File: src/rtl/cache_fill_fsm_pkg.sv
// Shared constants and state type for the cache refill path.
// The cache array and data-side controller import this package as well.
package cache_fill_fsm_pkg;

  localparam int BLOCK_WORDS = 8;
  localparam int WORD_BYTES  = 2;
  localparam int OFFSET_W    = $clog2(BLOCK_WORDS * WORD_BYTES);

  typedef enum logic {
    IDLE = 1'b0,
    FILL = 1'b1
  } state_e;

  // Byte-offset width of a block holding the given number of 16-bit words.
  function automatic int offsetWidth(input int words);
    return $clog2(words * WORD_BYTES);
  endfunction

endpackage

File: src/rtl/cache_fill_fsm_if.sv
// Miss/memory/array signal bundle between the refill controller and its neighbours.
// The master side is the refill controller; the slave side is cache lookup plus memory.
interface cache_fill_fsm_if #(
  parameter int ADDR_W      = 16,
  parameter int BLOCK_WORDS = 8
);

  localparam int SEL_W = (BLOCK_WORDS > 1) ? $clog2(BLOCK_WORDS) : 1;

  logic              miss_detected;
  logic [ADDR_W-1:0] miss_address;
  logic              mem_data_valid;
  logic [15:0]       mem_data;
  logic              fsm_busy;
  logic              mem_read;
  logic [ADDR_W-1:0] mem_addr;
  logic              write_data_array;
  logic              write_tag_array;
  logic [15:0]       data_out;
  logic [SEL_W-1:0]  word_sel;
  logic [ADDR_W-1:0] block_addr;

  modport master (
    input  miss_detected, miss_address, mem_data_valid, mem_data,
    output fsm_busy, mem_read, mem_addr, write_data_array, write_tag_array,
           data_out, word_sel, block_addr
  );

  modport slave (
    output miss_detected, miss_address, mem_data_valid, mem_data,
    input  fsm_busy, mem_read, mem_addr, write_data_array, write_tag_array,
           data_out, word_sel, block_addr
  );

endinterface

File: src/rtl/cache_fill_fsm_word_counter.sv
// Clear/increment counter that saturates at MAX; clear takes priority over increment.
module word_counter #(
  parameter int MAX = 8,
  parameter int W   = $clog2(MAX + 1)
) (
  input  logic         clk,
  input  logic         rst,
  input  logic         clr_i,
  input  logic         inc_i,
  output logic [W-1:0] cnt_o
);

  logic [W-1:0] cnt_q, cnt_d;

  always_comb begin
    cnt_d = cnt_q;
    if (clr_i) begin
      cnt_d = '0;
    end else if (inc_i && (cnt_q != W'(MAX))) begin
      cnt_d = cnt_q + 1'b1;
    end
  end

  always_ff @(posedge clk or posedge rst) begin
    if (rst) begin
      cnt_q <= '0;
    end else begin
      cnt_q <= cnt_d;
    end
  end

  assign cnt_o = cnt_q;

endmodule

File: src/rtl/cache_fill_fsm.sv
// Cache miss refill controller: issues BLOCK_WORDS sequential word reads and
// streams the returned words into the data array, then writes the tag.
module cache_fill_fsm #(
  parameter int BLOCK_WORDS = cache_fill_fsm_pkg::BLOCK_WORDS,
  parameter int ADDR_W      = 16
) (
  input  logic             clk,
  input  logic             rst,
  cache_fill_fsm_if.master bus_io
);

  import cache_fill_fsm_pkg::*;

  localparam int SEL_W   = $clog2(BLOCK_WORDS);
  localparam int ISSUE_W = $clog2(BLOCK_WORDS + 1);
  localparam int OFF_W   = offsetWidth(BLOCK_WORDS);
  localparam logic [ADDR_W-1:0] OFFSET_MASK = ADDR_W'((1 << OFF_W) - 1);

  state_e            state_q, state_d;
  logic [ADDR_W-1:0] block_addr_q, block_addr_d;
  logic [ISSUE_W-1:0] issueCnt;
  logic [SEL_W-1:0]  recvCnt;
  logic [SEL_W-1:0]  issueIdx;
  logic              startFill;
  logic              issueInc;
  logic              recvInc;
  logic              lastWord;

  word_counter #(.MAX(BLOCK_WORDS), .W(ISSUE_W)) u_issue_cnt (
    .clk   (clk),
    .rst   (rst),
    .clr_i (startFill),
    .inc_i (issueInc),
    .cnt_o (issueCnt)
  );

  word_counter #(.MAX(BLOCK_WORDS - 1), .W(SEL_W)) u_recv_cnt (
    .clk   (clk),
    .rst   (rst),
    .clr_i (startFill),
    .inc_i (recvInc),
    .cnt_o (recvCnt)
  );

  always_ff @(posedge clk or posedge rst) begin
    if (rst) begin
      state_q      <= IDLE;
      block_addr_q <= '0;
    end else begin
      state_q      <= state_d;
      block_addr_q <= block_addr_d;
    end
  end

  // Issue and receive proceed independently; the fill ends on the last received word.
  always_comb begin
    state_d      = state_q;
    block_addr_d = block_addr_q;
    startFill    = 1'b0;
    issueInc     = 1'b0;
    recvInc      = 1'b0;
    lastWord     = 1'b0;
    case (state_q)
      IDLE: begin
        if (bus_io.miss_detected) begin
          startFill    = 1'b1;
          block_addr_d = bus_io.miss_address & ~OFFSET_MASK;
          state_d      = FILL;
        end
      end
      FILL: begin
        issueInc = (issueCnt < ISSUE_W'(BLOCK_WORDS));
        recvInc  = bus_io.mem_data_valid;
        lastWord = bus_io.mem_data_valid && (recvCnt == SEL_W'(BLOCK_WORDS - 1));
        if (lastWord) begin
          state_d = IDLE;
        end
      end
      default: state_d = IDLE;
    endcase
  end

  // Once all requests are out, the address parks on the final word of the block.
  assign issueIdx = (issueCnt == ISSUE_W'(BLOCK_WORDS)) ? SEL_W'(BLOCK_WORDS - 1)
                                                        : issueCnt[SEL_W-1:0];

  assign bus_io.fsm_busy         = (state_q == FILL);
  assign bus_io.mem_read         = issueInc;
  assign bus_io.mem_addr         = block_addr_q + ADDR_W'({issueIdx, 1'b0});
  assign bus_io.write_data_array = recvInc;
  assign bus_io.write_tag_array  = lastWord;
  assign bus_io.data_out         = bus_io.mem_data;
  assign bus_io.word_sel         = recvCnt;
  assign bus_io.block_addr       = block_addr_q;

endmodule

File: src/flat_wrapper.sv
// flat-port wrapper written by rule: the top's interface ports become plain ports
module cache_fill_fsm_flat import cache_fill_fsm_pkg::*;
#(
  parameter int BLOCK_WORDS = cache_fill_fsm_pkg::BLOCK_WORDS,
  parameter int ADDR_W      = 16
)
  (clk, rst, bus_io_miss_detected, bus_io_miss_address, bus_io_mem_data_valid, bus_io_mem_data, bus_io_fsm_busy, bus_io_mem_read, bus_io_mem_addr, bus_io_write_data_array, bus_io_write_tag_array, bus_io_data_out, bus_io_word_sel, bus_io_block_addr);
  cache_fill_fsm_if #(.ADDR_W(ADDR_W), .BLOCK_WORDS(BLOCK_WORDS)) bus_io_i ();
  input  logic clk;
  input  logic rst;
  input wire logic [$bits(bus_io_i.miss_detected)-1:0] bus_io_miss_detected;
  input wire logic [$bits(bus_io_i.miss_address)-1:0] bus_io_miss_address;
  input wire logic [$bits(bus_io_i.mem_data_valid)-1:0] bus_io_mem_data_valid;
  input wire logic [$bits(bus_io_i.mem_data)-1:0] bus_io_mem_data;
  output wire logic [$bits(bus_io_i.fsm_busy)-1:0] bus_io_fsm_busy;
  output wire logic [$bits(bus_io_i.mem_read)-1:0] bus_io_mem_read;
  output wire logic [$bits(bus_io_i.mem_addr)-1:0] bus_io_mem_addr;
  output wire logic [$bits(bus_io_i.write_data_array)-1:0] bus_io_write_data_array;
  output wire logic [$bits(bus_io_i.write_tag_array)-1:0] bus_io_write_tag_array;
  output wire logic [$bits(bus_io_i.data_out)-1:0] bus_io_data_out;
  output wire logic [$bits(bus_io_i.word_sel)-1:0] bus_io_word_sel;
  output wire logic [$bits(bus_io_i.block_addr)-1:0] bus_io_block_addr;
  assign bus_io_i.miss_detected = bus_io_miss_detected;
  assign bus_io_i.miss_address = bus_io_miss_address;
  assign bus_io_i.mem_data_valid = bus_io_mem_data_valid;
  assign bus_io_i.mem_data = bus_io_mem_data;
  assign bus_io_fsm_busy = bus_io_i.fsm_busy;
  assign bus_io_mem_read = bus_io_i.mem_read;
  assign bus_io_mem_addr = bus_io_i.mem_addr;
  assign bus_io_write_data_array = bus_io_i.write_data_array;
  assign bus_io_write_tag_array = bus_io_i.write_tag_array;
  assign bus_io_data_out = bus_io_i.data_out;
  assign bus_io_word_sel = bus_io_i.word_sel;
  assign bus_io_block_addr = bus_io_i.block_addr;
  cache_fill_fsm #(.BLOCK_WORDS(BLOCK_WORDS), .ADDR_W(ADDR_W)) u_core (.clk(clk), .rst(rst), .bus_io(bus_io_i));
endmodule
File: config.mk
export PLATFORM = sky130hd
export DESIGN_NAME = cache_fill_fsm_flat
export DESIGN_NICKNAME = d
export VERILOG_FILES = /design/src/rtl/cache_fill_fsm_pkg.sv /design/src/rtl/cache_fill_fsm_if.sv /design/src/rtl/cache_fill_fsm_word_counter.sv /design/src/rtl/cache_fill_fsm.sv /design/src/flat_wrapper.sv
export SDC_FILE = /design/constraint.sdc
export NUM_CORES = 1
export LEC_CHECK = 0
export BUFFER_PORTS_ARGS = -buffer_cell sky130_fd_sc_hd__buf_2
export CORE_MARGIN = 2
export CORE_UTILIZATION = 25
export CTS_CLUSTER_SIZE = 40
export DETAILED_ROUTE_END_ITERATION = 10
export GPL_ROUTABILITY_DRIVEN = 0
export PLACE_DENSITY = 0.64
export SYNTH_ARGS = -nofsm -noshare
export SYNTH_HDL_FRONTEND = slang
export SYNTH_SLANG_ARGS = --single-unit
File: constraint.sdc
create_clock -name clk -period 2.55 [get_ports clk]
set_input_delay 0.3825 -clock clk [delete_from_list [all_inputs] [get_ports clk]]
set_output_delay 0.3825 -clock clk [all_outputs]
set_load 0.1 [all_outputs]
; Yosys cells after proc, flatten, opt, wreduce, memory -nomap -nowiden
; Cells that the tools add are included.
[word_totals]
register_bits = 20
out_inout_bits = 55
word_cells = 31
[op_classes]
n_addsub = 3
magnitude_cmp = 1
eq_ne = 4
muxes = 12
bitwise = 1
reduce_logical = 6
[ops]
columns = op, n
row1 = $add A16 B4 Y16, 1
row2 = $mux W3, 3
row3 = $mux W4, 2
row4 = $mux W1, 6
row5 = $add A4 B1 Y4 const B, 1
row6 = $eq A4 B4 Y1 const B, 1
row7 = $lt A4 B4 Y1 const B, 1
row8 = $ne A4 B4 Y1 const B, 1
row9 = $reduce_bool A2 Y1, 2
row10 = $add A3 B1 Y3 const B, 1
row11 = $eq A3 B3 Y1 const B, 1
row12 = $logic_and A1 B1 Y1, 3
row13 = $ne A3 B3 Y1 const B, 1
row14 = $pmux W1 S2, 1
row15 = $reduce_and A2 Y1, 1
row16 = $not A1 Y1, 1

; Depth between registers and ports, before layout
[depth]
word_depth = 5
ltp_mapped = 5

; Modules after synthesis
; A second synthesis with hierarchy kept.
[hier_totals]
hier_cells = 113
hier_area_um2 = 1267.5
[modules_own_cells]
columns = module, instances, cells_per_inst, area_each_um2, seq_area_each_um2
row1 = cache_fill_fsm, 1, 73, 847.1, 325.3
row2 = word_counter at u_core.u_issue_cnt, 1, 24, 232.7, 100.1
row3 = word_counter at u_core.u_recv_cnt, 1, 16, 187.7, 75.1

; Worst setup path after synthesis
; OpenSTA, ideal clock, no wires.
[synth_timing]
path_type = register -> output
from = register u_core.u_issue_cnt.cnt_q[0] (netlist: u_core.u_issue_cnt.cnt_o[0])
to = output port bus_io_mem_addr[1]
arrival_time_ps = 2781
t_required_ps = 2168
slack_ps = -613
stages_incl_launch_ff = 5
n_path_buf = 0
cell_sequence = dfrtp_1 -> inv_1 -> ha_1 -> nand2_1 -> o21ai_0
[synth_via]
elab_chain_len = 3
[synth_rtl]
columns = item, line
row1 = start: declaration, cache_fill_fsm_word_counter.sv:13  ; logic [W-1:0] cnt_q, cnt_d;
row2 = start signal: assignment, cache_fill_fsm_word_counter.sv:28  ; cnt_q <= cnt_d;
row3 = $eq A4 B4 Y1, cache_fill_fsm.sv:84  ; assign issueIdx = (issueCnt == ISSUE_W'(BLOCK_WORDS)) ? SEL_W'(BLOCK_WORDS - 1)
row4 = $mux W3 (*), cache_fill_fsm.sv:84
row5 = $add A16 B4 Y16 (*), cache_fill_fsm.sv:89  ; assign bus_io.mem_addr = block_addr_q + ADDR_W'({issueIdx, 1'b0});
row6 = end: declaration, flat_wrapper.sv:17  ; output wire logic [$bits(bus_io_i.mem_addr)-1:0] bus_io_mem_addr;
; Mark *: on every way between the ends. The rest lies on a longest branch, timed or not.

; Worst setup path in the final report
[layout_timing]
from = register u_core.u_recv_cnt.cnt_q[0] (netlist: u_core.u_recv_cnt.cnt_o[0])
to = output port bus_io_write_tag_array
[layout_via]
elab_chain_len = 3
[layout_rtl]
columns = item, line
row1 = start: declaration, cache_fill_fsm_word_counter.sv:13
row2 = start signal: assignment, cache_fill_fsm_word_counter.sv:28
row3 = $eq A3 B3 Y1, cache_fill_fsm.sv:74  ; lastWord = bus_io.mem_data_valid && (recvCnt == SEL_W'(BLOCK_WORDS - 1));
row4 = $logic_and A1 B1 Y1, cache_fill_fsm.sv:74
row5 = $mux W1, cache_fill_fsm.sv:63  ; case (state_q)
row6 = end: declaration, flat_wrapper.sv:19  ; output wire logic [$bits(bus_io_i.write_tag_array)-1:0] bus_io_write_tag_array;
; Every way passes these cells.

==> impl_metrics.py <==
metrics = {
    "clocking": {
        "htreeDepth": 1,
        "clock_sinks": 20,
        "postCtsSetupRepairBufs": 0,
        "cts_buffer_depth": 2,
        "clkTransAtPathRegs_ns": 0.07,
        "cts-resized-gates": 0,
        "hold_buffers": 0,
        "cts_buffers": 3,
        "root_buffer": "clkbuf_8",
        "cts_tree": "built",
        "clk_latency_ns": 0.25,
    },
    "die": {
        "start_util_pct": 25.5,
        "die_w_microns": 72.8,
        "die_y_microns": 72.8,
        "pin_count": 91,
        "row_count": 25,
        "dieArea_sq_mm": 0.00530,
        "core_area_sq_mm": 0.00463,
    },
    "synthesis": {
        "postSynthCellCount": 109,
        "seq_area_frac_synth_pct": 42.3,
        "yosysTopAreaCell": "dfrtp_1",
        "synth_cell_types": 24,
        "avgSynthCellArea_sq_um": 10.8,
        "yosys.area.top_type_share_pct": 42.3,
        "ys_warn_count": 0,
        "ys_ff_latch": 20,
        "synthTopCellsByArea": "dfrtp_1 (42%), buf_4 (21%), mux2_4 (11%)",
        "synth_area_sq_mm": 0.00118,
    },
    "sta": {
        "fmax_ghz": 0.492,
        "hold_viol": 0,
        "fin_crit_ns": 2.03,
        "worst_slew_pin_slew_ns": 0.775,
        "setup_ws_ns": 0.517,
        "setup_tns_ns": 0,
        "min_period_over_period_pct": 79.7,
        "finalSetupViolCount": 0,
        "fin_worst_skew_ns": 0.00239,
        "slew_headroom_pct": 48.3,
        "rsz0062_at_grt": "false",
        "slew_violations": 0,
    },
    "layout": {
        "num-nets-final": 173,
        "areaGrowthSynthToFinish_pct": 9.63,
        "filler_cell_count": 492,
        "diodes": 0,
        "drive_gt1_share_pct": 51.9,
        "layoutNonFillerInstCount": 185,
        "final_core_util_pct": 28.0,
    },
    "critical_path": {
        "cp-end-kind": "output port",
        "worst_setup_path_start_kind": "register",
        "rr_startpoint": "u_core.bus_io.fsm_busy",
        "reg2regPathDepth": 3,
        "crit_type": "register to output port",
        "arrival_ns": 1.65,
        "required_ns": 2.17,
        "rr_endpoint": "u_core.bus_io.block_addr[4]",
        "reg2reg_slack_ns": 0.76,
        "worst-path-max-fanout": 4,
    },
    "drt": {
        "antenna_left": 0,
        "drc_errors": 0,
        "via_count": 765,
        "wire_per_inst_microns": 11.5,
        "via_per_inst": 4.14,
        "first_iter_violations": 58,
        "first_pass_iters": 4,
        "routed_wirelength_microns": 2130,
    },
    "grt": {
        "antenna_found_initial": 0,
        "grt_pass1_wl_microns": 3310,
        "track_usage_pct": 7.99,
        "grt_pass1_vias": 713,
        "grt_max_degree": 21,
        "overflow": 0,
    },
    "placed_design": {
        "hpwlAfterDp_microns": 1630,
        "portBuffers": 49,
        "dp.cells": 182,
        "dp_slack_ns": 0.718,
    },
    "run_status": {
        "outcome": "finished clean",
    },
    "worst_hold_path": {
        "min_path_type": "input pin to async pin",
    },
    "flow_run": {
        "drv_cap": 0,
    },
}
==> how the worst max path moves through the flow <==
| stage | from | endpoint | slack (ns) | cells after the start |
|---|---|---|---|---|
| finish | u_core.u_recv_cnt.cnt_o[0] | bus_io_write_tag_array | 0.52 | 4 |
| global route | u_core.bus_io.fsm_busy | bus_io_mem_read | 0.43 | 2 |
| CTS | u_core.u_recv_cnt.cnt_o[0] | bus_io_write_tag_array | 0.50 | 4 |
| detailed placement | u_core.bus_io.fsm_busy | u_core.bus_io.block_addr[4] | 0.72 | 3 |
| global placement | u_core.bus_io.fsm_busy | u_core.bus_io.block_addr[6] | 0.74 | 3 |
| floorplan | u_core.u_issue_cnt.cnt_o[0] | bus_io_mem_addr[1] | -0.61 | 4 |
==> Yosys cell counts, drive strengths merged <==
master  instances
conb            1
buf            35
nor2b           3
a21oi           3
nand3           3
inv             5
a32o            1
mux2           12
o21ai           5
dfrtp          20
nand4           1
and3            1
ha              4
a31oi           3
nor2            3
a21o            1
nand2           4
nand2b          2
and2            1
or2             1
==> routing by layer <==
| layer | vias up | wire [microns] | track usage, % |
|---|---|---|---|
| met2 | 33 | 982 | 12.6 |
| met4 | 0 | 23 | 3.91 |
| met1 | 362 | 959 | 9.95 |
| met5 | - | 0 | 0 |
| li1 | 368 | - | - |
| met3 | 2 | 164 | 2.35 |
==> area by class of cell <==
| type | instances | area, sq um | area share [%] |
|---|---|---|---|
| clock buffers | 3 | 41.3 | 3.19 |
| inverters | 5 | 18.8 | 1.45 |
| well taps | 54 | 67.6 | 5.21 |
| repair buffers | 50 | 253 | 19.5 |
| multi-input cells | 53 | 415 | 32.0 |
| flip-flops and latches | 20 | 500 | 38.6 |
==> layout by cell type (no fill, tap or decap), types with 2 or more instances in the layout <==
| cell type | count |
|---|---|
| mux2_4 | 9 |
| o21ai_0 | 5 |
| a31oi_1 | 3 |
| nor2_1 | 3 |
| inv_1 | 5 |
| nor2b_1 | 2 |
| buf_2 | 49 |
| clkbuf_8 | 3 |
| dfrtp_1 | 20 |
| mux2_2 | 3 |
| a21oi_1 | 3 |
| ha_1 | 4 |
| nand2_1 | 4 |
| conb_1 | 5 |
| nand2b_1 | 2 |
| nand3_1 | 3 |
==> per-stage QoR <==
stage	area, sq um	hold slack (ns)
6_report	1300	0.264
5_1_grt	1300	0.319
4_1_cts	1300	0.284
3_5_place_dp	1250	0.513
3_3_place_gp	1250	0.505
2_1_floorplan	1200	0.346
==> kinds of logic (layout without fill, tap and decap cells) <==
family	Yosys count	in the layout	synth area share, %
buffers and inverters	40	58	23.9
flip-flops	20	20	42.3
AND/OR/NAND/NOR	19	19	8.47
AO/OA/AOI/OAI	13	13	6.45
multiplexers	12	12	14.3
adder cells (fa/ha/maj)	4	4	4.23
other	1	5	0.317
==> state kept, by name, summed over array words and instances, names as in the netlist <==
signal	cells
u_core.u_recv_cnt.cnt_o	3
u_core.bus_io.block_addr	12
u_core.bus_io.fsm_busy	1
u_core.u_issue_cnt.cnt_o	4
==> worst max-delay path, cell delays in order (launching register included) <==
cell and delay [ns]:
dfrtp_1 0.42, ha_1 0.19, ha_1 0.17, and3_2 0.19, buf_2 0.42
Power is not shown: default switching activity piles up to over one toggle a cycle in this logic, so the estimate is an artifact.
